### config.mk
export PLATFORM = sky130hd
export DESIGN_NAME = uart_tx_port
export DESIGN_NICKNAME = d
export VERILOG_FILES = /design/src/rtl/uart_pkg.sv /design/src/rtl/uart_tx_port_fifo.sv /design/src/rtl/uart_tx_port.sv
export SDC_FILE = /design/constraint.sdc
export NUM_CORES = 1
export LEC_CHECK = 0
export CELL_PAD_IN_SITES_DETAIL_PLACEMENT = 0
export CELL_PAD_IN_SITES_GLOBAL_PLACEMENT = 2
export CORE_ASPECT_RATIO = 0.75
export CORE_UTILIZATION = 41
export DETAILED_ROUTE_END_ITERATION = 10
export PLACE_DENSITY = 0.89
export SYNTH_ARGS = -nofsm -noshare
export SYNTH_HDL_FRONTEND = slang
export SYNTH_SLANG_ARGS = --single-unit
export TNS_END_PERCENT = 30
### constraint.sdc
create_clock -name clk -period 8.15 [get_ports clk]
set_input_delay 1.63 -clock clk [delete_from_list [all_inputs] [get_ports clk]]
set_output_delay 1.63 -clock clk [all_outputs]
set_load 0.005 [all_outputs]
### src/rtl/uart_pkg.sv
// Shared definitions for the UART transmit port: register offsets, STATUS bit
// positions, FSM state encoding and the divisor clamp helper.
package uart_pkg;

  // Register offsets from BASE_ADDR
  localparam logic [1:0] OFF_TXDATA = 2'd0;
  localparam logic [1:0] OFF_STATUS = 2'd1;
  localparam logic [1:0] OFF_DIV    = 2'd2;
  localparam logic [1:0] OFF_CTRL   = 2'd3;

  // STATUS bit positions; FIFO count occupies [ST_CNT_LSB +: FIFO_AW+1]
  localparam int unsigned ST_FULL    = 0;
  localparam int unsigned ST_EMPTY   = 1;
  localparam int unsigned ST_BUSY    = 2;
  localparam int unsigned ST_OVF     = 3;
  localparam int unsigned ST_CNT_LSB = 8;

  // Transmit FSM encoding
  localparam logic [1:0] S_IDLE  = 2'd0;
  localparam logic [1:0] S_START = 2'd1;
  localparam logic [1:0] S_DATA  = 2'd2;
  localparam logic [1:0] S_STOP  = 2'd3;

  // A divisor of 0 would give a zero-length bit; store 1 instead.
  function automatic logic [15:0] clamp_div(input logic [15:0] d);
    return (d == 16'd0) ? 16'd1 : d;
  endfunction

endpackage

### src/rtl/uart_tx_port_fifo.sv
// First-word-fall-through synchronous FIFO.
// Ports:
//   clk, resetb     clock, asynchronous active-low reset (clears pointers/count)
//   push, wdata     write strobe and data; ignored when full
//   pop             read strobe; ignored when empty
//   rdata           head entry, valid whenever !empty
//   count           occupancy 0..2**AW
//   full, empty     occupancy flags
module sync_fifo #(
  parameter int unsigned WIDTH = 8,
  parameter int unsigned AW    = 3
) (
  input  logic             clk,
  input  logic             resetb,
  input  logic             push,
  input  logic [WIDTH-1:0] wdata,
  input  logic             pop,
  output logic [WIDTH-1:0] rdata,
  output logic [AW:0]      count,
  output logic             full,
  output logic             empty
);

  localparam int unsigned DEPTH = 1 << AW;
  localparam int unsigned CW    = AW + 1;

  logic [WIDTH-1:0] mem [DEPTH];
  logic [AW-1:0]    wr_ptr_q, rd_ptr_q;
  logic [AW:0]      count_q, count_d;
  logic             do_push, do_pop;

  assign full    = (count_q == CW'(DEPTH));
  assign empty   = (count_q == '0);
  assign do_push = push & ~full;
  assign do_pop  = pop & ~empty;
  assign rdata   = mem[rd_ptr_q];
  assign count   = count_q;

  always_comb begin
    count_d = count_q;
    if (do_push && !do_pop) begin
      count_d = count_q + CW'(1);
    end else if (do_pop && !do_push) begin
      count_d = count_q - CW'(1);
    end
  end

  always_ff @(posedge clk or negedge resetb) begin
    if (!resetb) begin
      wr_ptr_q <= '0;
      rd_ptr_q <= '0;
      count_q  <= '0;
    end else begin
      if (do_push) wr_ptr_q <= wr_ptr_q + 1'b1;
      if (do_pop)  rd_ptr_q <= rd_ptr_q + 1'b1;
      count_q <= count_d;
    end
  end

  // Storage is not reset; only the pointers define validity.
  always_ff @(posedge clk) begin
    if (do_push) mem[wr_ptr_q] <= wdata;
  end

endmodule

### src/rtl/uart_tx_port.sv
// Memory-mapped 8N1 UART transmitter on the core I/O bus.
// Ports:
//   clk, resetb       clock, asynchronous active-low reset
//   io_addr           register address; BASE_ADDR..BASE_ADDR+3 decoded
//   io_en, io_we      one-cycle access strobe and write qualifier
//   io_data_write     write data
//   io_data_read      registered read data, 0 when no read hit last cycle
//   tx                serial output, idle high, driven from a flop
//   irq_tx_empty      level interrupt: irq_en & FIFO empty & FSM idle
module uart_tx_port
  import uart_pkg::*;
#(
  parameter logic [7:0]  BASE_ADDR   = 8'h10,
  parameter int unsigned FIFO_AW     = 3,
  parameter logic [15:0] DEFAULT_DIV = 16'd104
) (
  input  logic        clk,
  input  logic        resetb,
  input  logic [7:0]  io_addr,
  input  logic        io_en,
  input  logic        io_we,
  input  logic [31:0] io_data_write,
  output logic [31:0] io_data_read,
  output logic        tx,
  output logic        irq_tx_empty
);

  localparam int unsigned CW = FIFO_AW + 1;

  // Bus decode
  logic [7:0] off;
  logic [1:0] reg_off;
  logic       sel, wr, rd, push_req;

  assign off      = io_addr - BASE_ADDR;
  assign sel      = io_en & (off[7:2] == 6'd0);
  assign reg_off  = off[1:0];
  assign wr       = sel & io_we;
  assign rd       = sel & ~io_we;
  assign push_req = wr & (reg_off == OFF_TXDATA);

  logic unused_wdata;
  assign unused_wdata = ^io_data_write[31:16];

  // FIFO
  logic          fifo_push, fifo_pop, fifo_full, fifo_empty;
  logic [7:0]    fifo_rdata;
  logic [CW-1:0] fifo_count, count_next;

  // Fullness is taken before any same-cycle pop.
  assign fifo_push = push_req & ~fifo_full;

  sync_fifo #(
    .WIDTH (8),
    .AW    (FIFO_AW)
  ) u_fifo (
    .clk    (clk),
    .resetb (resetb),
    .push   (fifo_push),
    .wdata  (io_data_write[7:0]),
    .pop    (fifo_pop),
    .rdata  (fifo_rdata),
    .count  (fifo_count),
    .full   (fifo_full),
    .empty  (fifo_empty)
  );

  assign count_next = fifo_count + CW'(fifo_push) - CW'(fifo_pop);

  // Control/status registers
  logic [15:0] div_q, div_d;
  logic        ctrl_q, ctrl_d;
  logic        ovf_q, ovf_d;
  logic [31:0] rdata_q, rdata_d;
  logic [31:0] status;

  // Transmit datapath
  logic [1:0]  state_q, state_d;
  logic [15:0] cnt_q, cnt_d;
  logic [15:0] reload_q, reload_d;
  logic [2:0]  bit_idx_q, bit_idx_d;
  logic [7:0]  shift_q, shift_d;
  logic        tx_q, tx_d;
  logic        irq_q, irq_d;

  always_comb begin
    div_d  = div_q;
    ctrl_d = ctrl_q;
    ovf_d  = ovf_q;
    if (push_req && fifo_full) ovf_d = 1'b1;
    if (wr) begin
      unique case (reg_off)
        OFF_STATUS: if (io_data_write[ST_OVF]) ovf_d = 1'b0;
        OFF_DIV:    div_d  = clamp_div(io_data_write[15:0]);
        OFF_CTRL:   ctrl_d = io_data_write[0];
        default:    ;
      endcase
    end
  end

  always_comb begin
    status                     = '0;
    status[ST_FULL]            = fifo_full;
    status[ST_EMPTY]           = fifo_empty;
    status[ST_BUSY]            = (state_q != S_IDLE);
    status[ST_OVF]             = ovf_q;
    status[ST_CNT_LSB +: CW]   = fifo_count;
  end

  always_comb begin
    rdata_d = '0;
    if (rd) begin
      unique case (reg_off)
        OFF_STATUS: rdata_d = status;
        OFF_DIV:    rdata_d = {16'h0, div_q};
        OFF_CTRL:   rdata_d = {31'h0, ctrl_q};
        default:    rdata_d = '0;
      endcase
    end
  end

  // Bit timer counts down from DIV-1; a bit ends when it reaches 0.
  always_comb begin
    state_d   = state_q;
    cnt_d     = cnt_q;
    reload_d  = reload_q;
    bit_idx_d = bit_idx_q;
    shift_d   = shift_q;
    fifo_pop  = 1'b0;
    unique case (state_q)
      S_IDLE: begin
        if (!fifo_empty) begin
          fifo_pop  = 1'b1;
          shift_d   = fifo_rdata;
          reload_d  = div_q;
          cnt_d     = div_q - 16'd1;
          bit_idx_d = 3'd0;
          state_d   = S_START;
        end
      end
      S_START: begin
        if (cnt_q == 16'd0) begin
          cnt_d   = reload_q - 16'd1;
          state_d = S_DATA;
        end else begin
          cnt_d = cnt_q - 16'd1;
        end
      end
      S_DATA: begin
        if (cnt_q == 16'd0) begin
          cnt_d   = reload_q - 16'd1;
          shift_d = {1'b0, shift_q[7:1]};
          if (bit_idx_q == 3'd7) begin
            state_d = S_STOP;
          end else begin
            bit_idx_d = bit_idx_q + 3'd1;
          end
        end else begin
          cnt_d = cnt_q - 16'd1;
        end
      end
      S_STOP: begin
        if (cnt_q == 16'd0) begin
          state_d = S_IDLE;
        end else begin
          cnt_d = cnt_q - 16'd1;
        end
      end
      default: state_d = S_IDLE;
    endcase
  end

  // tx and irq are computed from next-state values so the flops line up with the FSM.
  always_comb begin
    case (state_d)
      S_START: tx_d = 1'b0;
      S_DATA:  tx_d = shift_d[0];
      default: tx_d = 1'b1;
    endcase
    irq_d = ctrl_d & (count_next == '0) & (state_d == S_IDLE);
  end

  always_ff @(posedge clk or negedge resetb) begin
    if (!resetb) begin
      div_q     <= DEFAULT_DIV;
      ctrl_q    <= 1'b0;
      ovf_q     <= 1'b0;
      rdata_q   <= '0;
      state_q   <= S_IDLE;
      cnt_q     <= '0;
      reload_q  <= '0;
      bit_idx_q <= '0;
      shift_q   <= '0;
      tx_q      <= 1'b1;
      irq_q     <= 1'b0;
    end else begin
      div_q     <= div_d;
      ctrl_q    <= ctrl_d;
      ovf_q     <= ovf_d;
      rdata_q   <= rdata_d;
      state_q   <= state_d;
      cnt_q     <= cnt_d;
      reload_q  <= reload_d;
      bit_idx_q <= bit_idx_d;
      shift_q   <= shift_d;
      tx_q      <= tx_d;
      irq_q     <= irq_d;
    end
  end

  assign io_data_read = rdata_q;
  assign tx           = tx_q;
  assign irq_tx_empty = irq_q;

endmodule

# Word level (Yosys, flattened, before mapping)
# Memories as Yosys holds them, arrays and structs flattened.
# Cells that the tools add are included.
[op_classes] addsub=11 eq_ne=14 muxes=33 n_bitwise=12 n_reduce_logical=22
[ops] cell="$pmux W16 S3" count=2
[ops] cell="$mux W16" count=5
[ops] cell="$sub A16 B1 Y16 const B" count=3
[ops] cell="$logic_not A16 Y1" count=2
[ops] cell="$mux W8" count=2
[ops] cell="$pmux W8 S2" count=1
[ops] cell="$eq A2 B2 Y1 const B" count=5
[ops] cell="$mux W1" count=10
[ops] cell="$mux W2" count=5
[ops] cell="$add A3 B1 Y3 const B" count=3
[ops] cell="$and A1 B1 Y1" count=9
[ops] cell="$mux W3" count=3
[ops] cell="$logic_not A4 Y1" count=2
[ops] cell="$mux W4" count=2
[ops] cell="$ne A2 B2 Y1 const B" count=4
[ops] cell="$pmux W2 S4" count=1
[ops] cell="$sub A8 B5 Y8 const B" count=1
[ops] cell="$eq A2 B1 Y1 const B" count=3
[ops] cell="$logic_not A2 Y1" count=3
[ops] cell="$logic_not A6 Y1" count=1
[ops] cell="$pmux W3 S2" count=1
[ops] cell="$reduce_and A2 Y1" count=3
[ops] cell="$reduce_bool A2 Y1" count=3
[ops] cell="$add A4 B1 Y4" count=1
[ops] cell="other kinds (12)" count=17
[totals] reg_bits=107 mem_bits_rw=64 out_inout_bits=34 memories=1
[memory_table] name="u_fifo.mem" depth=8 width=8 read_ports=1 rd_clocked_by_memory_dff=0 wr=1 line="uart_tx_port_fifo.sv:27" source="logic [WIDTH-1:0] mem [DEPTH];"

# Longest topological paths before layout
[logic_depth] ltp_word=11 mapped_depth=15 mapped_depth_nobuf=14

# Hierarchy
# From an unflattened synthesis, not the netlist that was laid out.
[unflattened] cells_unflattened=694 hier_area_um2=7948.9
[modules_own_cells] mod="uart_tx_port" instances=1 cells_per_inst=537 area_each_um2=4829.6
[modules_own_cells] mod="sync_fifo" instances=1 cells_per_inst=157 area_each_um2=3119.2

# Worst setup path before layout
# Ideal clock, no wire load.
[synth_path] path_kind="input port to flip-flop" startpoint="input io_addr[7]" endpoint="register u_fifo.count_q[3] (netlist: u_fifo.count[3])" setup_time_ps=122 arrival_ps=3602 required_ps=8028 slack_ps=4425 path_stages=13 path_buffers=0 cell_sequence="nand4bb_1 > nand4bb_1 > nor2_1 > nand2_1 > inv_2 > ha_1 > inv_1 > ha_1 > a21o_1 > a21oi_1 > xnor2_1 > nor2_1 > xnor2_1"
[synth_between] elab_chain_len=10
[synth_lines] item="from (decl)" line="uart_tx_port.sv:19" source="input logic [7:0] io_addr,"
[synth_lines] item="$sub A8 B5 Y8 (*)" line="uart_tx_port.sv:35" source="assign off = io_addr - BASE_ADDR;"
[synth_lines] item="$logic_not A6 Y1 (*)" line="uart_tx_port.sv:36" source="assign sel = io_en & (off[7:2] == 6'd0);"
[synth_lines] item="$and A1 B1 Y1 (*)" line="uart_tx_port.sv:36"
[synth_lines] item="$and A1 B1 Y1 (*)" line="uart_tx_port.sv:38" source="assign wr = sel & io_we;"
[synth_lines] item="$and A1 B1 Y1 (*)" line="uart_tx_port.sv:40" source="assign push_req = wr & (reg_off == OFF_TXDATA);"
[synth_lines] item="$and A1 B1 Y1 (*)" line="uart_tx_port.sv:51" source="assign fifo_push = push_req & ~fifo_full;"
[synth_lines] item="$and A1 B1 Y1 (*)" line="uart_tx_port_fifo.sv:34" source="assign do_push = push & ~full;"
[synth_lines] item="net u_fifo.do_push" line="uart_tx_port_fifo.sv:30" source="logic do_push, do_pop;"
[synth_lines] item="$logic_not A1 Y1" line="uart_tx_port_fifo.sv:43" source="end else if (do_pop && !do_push) begin"
[synth_lines] item="$logic_and A1 B1 Y1" line="uart_tx_port_fifo.sv:43"
[synth_lines] item="$reduce_bool A2 Y1 (no source line)"
[synth_lines] item="to (signal assigned)" line="uart_tx_port_fifo.sv:56" source="count_q <= count_d;"
[synth_lines] item="to (decl)" line="uart_tx_port_fifo.sv:29" source="logic [AW:0] count_q, count_d;"
# The timed path passes the listed nets; every way through them passes the cells marked *.
# A chain may end at the register's enable or synchronous reset.

# Worst setup path after layout
[layout_path] startpoint="input io_addr[7]" endpoint="register irq_q (netlist: irq_tx_empty)"
[layout_between] elab_chain_len=11
[layout_lines] item="$sub A8 B5 Y8 (*)" line="uart_tx_port.sv:35"
[layout_lines] item="$logic_not A6 Y1 (*)" line="uart_tx_port.sv:36"
[layout_lines] item="$and A1 B1 Y1 (*)" line="uart_tx_port.sv:36"
[layout_lines] item="$and A1 B1 Y1 (*)" line="uart_tx_port.sv:38"
[layout_lines] item="$and A1 B1 Y1" line="uart_tx_port.sv:40"
[layout_lines] item="$and A1 B1 Y1" line="uart_tx_port.sv:51"
[layout_lines] item="$add A4 B1 Y4" line="uart_tx_port.sv:68" source="assign count_next = fifo_count + CW'(fifo_push) - CW'(fifo_pop);"
[layout_lines] item="$sub A4 B1 Y4" line="uart_tx_port.sv:68"
[layout_lines] item="$logic_not A4 Y1" line="uart_tx_port.sv:180" source="irq_d = ctrl_d & (count_next == '0) & (state_d == S_IDLE);"
[layout_lines] item="$and A1 B1 Y1 (*) (2 in series)" line="uart_tx_port.sv:180"
[layout_lines] item="net irq_d" line="uart_tx_port.sv:84" source="logic irq_q, irq_d;"
[layout_lines] item="to (signal assigned)" line="uart_tx_port.sv:207" source="irq_q <= irq_d;"
[layout_lines] item="to (decl)" line="uart_tx_port.sv:84"
# Marked as above.

==> metrics <==
Async SR Flop Fraction=0.5871; PD cells=332.3 nW/µm²; mux contribution to synthesized area=0.06332; top cells by area, synth=dfrtp_1 28%, edfxtp_1 25%, mux4_2 4.6%, nand2_1 3.9%, ha_1 3.2%; number of antenna-violating nets in the routed design=0; post-synthesis xor/xnor area fraction=0.04925; CTS Buf Count=17; initial drt markers=421; area growth from synthesis to layout=16.23%; Port Buffers=45; fin crit share=0.5622; GPL Wtd Cong=0.8595; Period minus WS final=4.582 ns; routed len/inst=19.20 µm; adder-cell share of the synthesized area=0.03710; syn avg cell area=11.46 µm²; synth warn=0; Crit. End Element=register; Power Total=3.022 mW; via count=5451; Distinct cells, synth=75; CTS Sinks=155; Final Instance Area=9095 µm²; Placed Area=8456 µm²; fraction of layout cells with a size suffix above 1=0.1168; unrepaired setup endpoints after global routing=false; fillers=1611; clock skew=0.01094 ns; clk_lat worst skew=0.42 ns; grt total ovfl=0; post-synthesis compound-gate area fraction=0.1044; routed wire length=18870 µm; Vias per Instance=5.545; Synth Area in Simple Gates=0.1633; CTS tree=yes; Root Buffer=clkbuf_16; core area=18560 µm²; Yosys reg bits=155; Worst Setup Start Kind=input pin; TritonRoute pass-1 iters=5; largest net degree at the start of global routing=69; CTS max path bufs=2; Pleak=3.714 nW; crit-path cells=clkdlybuf4s50_1 -> nand4bb_1 -> nand4bb_1 -> nor2_1 -> nand2_1 -> inv_1 -> ha_1 -> inv_1 -> fa_1 -> xnor2_1 -> nor4b_1 -> nand3_1 -> nor2_1; DRC violations left=0; H-tree levels=4; post-synth top area cell=dfrtp_1; Synth top area share=0.2782; setup TNS=0 ns; top_reg_cell synth=dfrtp_1; Die X=161.5 µm; die area=19650 µm²; slowest stage delay, CP=0.77 ns; Max Slew Vio Count=0; initial antenna violation count=0; worst hold slack=0.4876 ns; Initial Utilization=0.4216; arrival time worst endpoint=4.92 ns; chip height=121.6 µm; largest family of logic cells by synthesized area=simple AND/OR/NAND/NOR gates; Slowest cell on crit path=nor4b_1; Worst-path clk slew=0.06 ns; CP Class=input pin to register; vias in the first global route=5326; # IOs=78; sequential area share after synthesis=0.5373; MaxCap Viol Count=0; final setup fails=0; dpl hpwl=13060 µm; Setup Buffers After CTS=0; Total Routing Usage GR=0.2011; worst slew pin tran=0.9504 ns; Cells after Synth=683; first-pass GRT wire length=30040 µm; Inserted Diodes=0; Worst Path Required=8.49 ns; number of flops mapped to enable cells by yosys=64; crit-path max FO=7; relative slew slack=0.3640; R2R Setup Slk=3.80 ns; Achievable Freq=0.2182 GHz; status=complete, no violations; Final Hold Fails=0; fin nets=789; # resized after CTS=0; Worst VDD drop=0.0001638 V; row count=43; Hold WC Path Type=register to register; Cell Area, Synth=7825 µm²; quantity of hold-fixing buffers added after cts=0
cells in the mapped netlist, types with 8 or more instances:
| cell type | number |
|---|---|
| nand3_1 | 18 |
| xor2_1 | 19 |
| edfxtp_1 | 64 |
| mux4_2 | 16 |
| inv_1 | 21 |
| a22o_1 | 18 |
| nor3_1 | 24 |
| and2_1 | 8 |
| buf_2 | 8 |
| clkbuf_1 | 24 |
| a22oi_1 | 10 |
| buf_4 | 16 |
| xnor2_1 | 25 |
| ha_1 | 20 |
| a21oi_1 | 24 |
| o21ai_0 | 24 |
| nor4_1 | 10 |
| nand2_1 | 82 |
| dfrtp_1 | 87 |
| nor2_1 | 43 |
| mux2i_1 | 9 |
state kept, by name, summed over array words and instances, names as in the netlist, 4 cells and up:
signal,count
u_fifo.mem,64
cnt_q,16
div_q,16
io_data_read,16
reload_q,16
shift_q,8
u_fifo.count,4
layout make-up:
cell class,instances,area (µm²),share of cell area
multi-input cells,470,3326,0.3657
repair buffers,56,530.5,0.05833
clock inverters,13,206.4,0.02270
flip-flops and latches,155,4204,0.4622
well taps,247,309.0,0.03398
inverters,23,86.33,0.009492
clock buffers,19,432.9,0.04760
critical path, delay by kind of cell:
family / cells / cell delay (ns)
and+or+nand+nor: 7 / 2.01
buffers and inverters: 3 / 0.57
adders and majority gates: 2 / 0.56
xor gates and xnor gates: 1 / 0.15
worst paths after layout:
kind,endpoint,depth (start not counted),start
hold / removal,shift_q[6],2,shift_q[6]
min in group asynchronous,cnt_q[14],1,resetb
max in group asynchronous,io_data_read[3],2,resetb
setup / recovery,irq_tx_empty,13,io_addr[7]
hold reg to reg,shift_q[6],2,shift_q[6]
setup reg to reg,irq_tx_empty,16,u_fifo.count[2]
stage by stage:
step	utilization	setup slack [ns]	instances
floorplan	-	4.425	698
global placement	0.4555	3.274	951
detailed placement	0.4555	3.207	951
CTS	0.4900	3.625	983
global route	0.4900	3.339	983
finish	0.4900	3.568	983
cell usage in the layout, fill, tap and decap left out, types with 19 or more instances in the layout:
cell,count
a21oi_1,24
dfrtp_1,87
nand2_1,82
xor2_1,19
inv_1,21
xnor2_1,25
clkdlybuf4s50_1,44
o21ai_0,24
nor2_1,43
edfxtp_1,64
ha_1,20
nor3_1,24
metal layers:
layer,track usage,vias up,part of all wire
met5,0,-,0
met4,0.04127,0,0.0073
met3,0.04733,12,0.062
met2,0.2971,174,0.44
met1,0.3003,2721,0.49
li1,-,2544,-
cell families (layout without fill, tap and decap cells):
kind of cell               Yosys count  count (layout)
xor gates and xnor gates            44              44
muxes                               29              29
and+or+nand+nor                    240             240
adders and majority gates           22              22
buffers and inverters               73             111
DFF                                155             155
AOI/OAI and AO/OA                  119             119
other                                1              16
report_power, final:
part           total [mW]  internal (mW)  switching, mW
Clock               0.866          0.525          0.342
Combinational        1.12          0.458          0.657
Sequential           1.04          0.903          0.137
Total                3.02           1.89           1.14
Note: power is estimated with default switching activity, not from simulation.
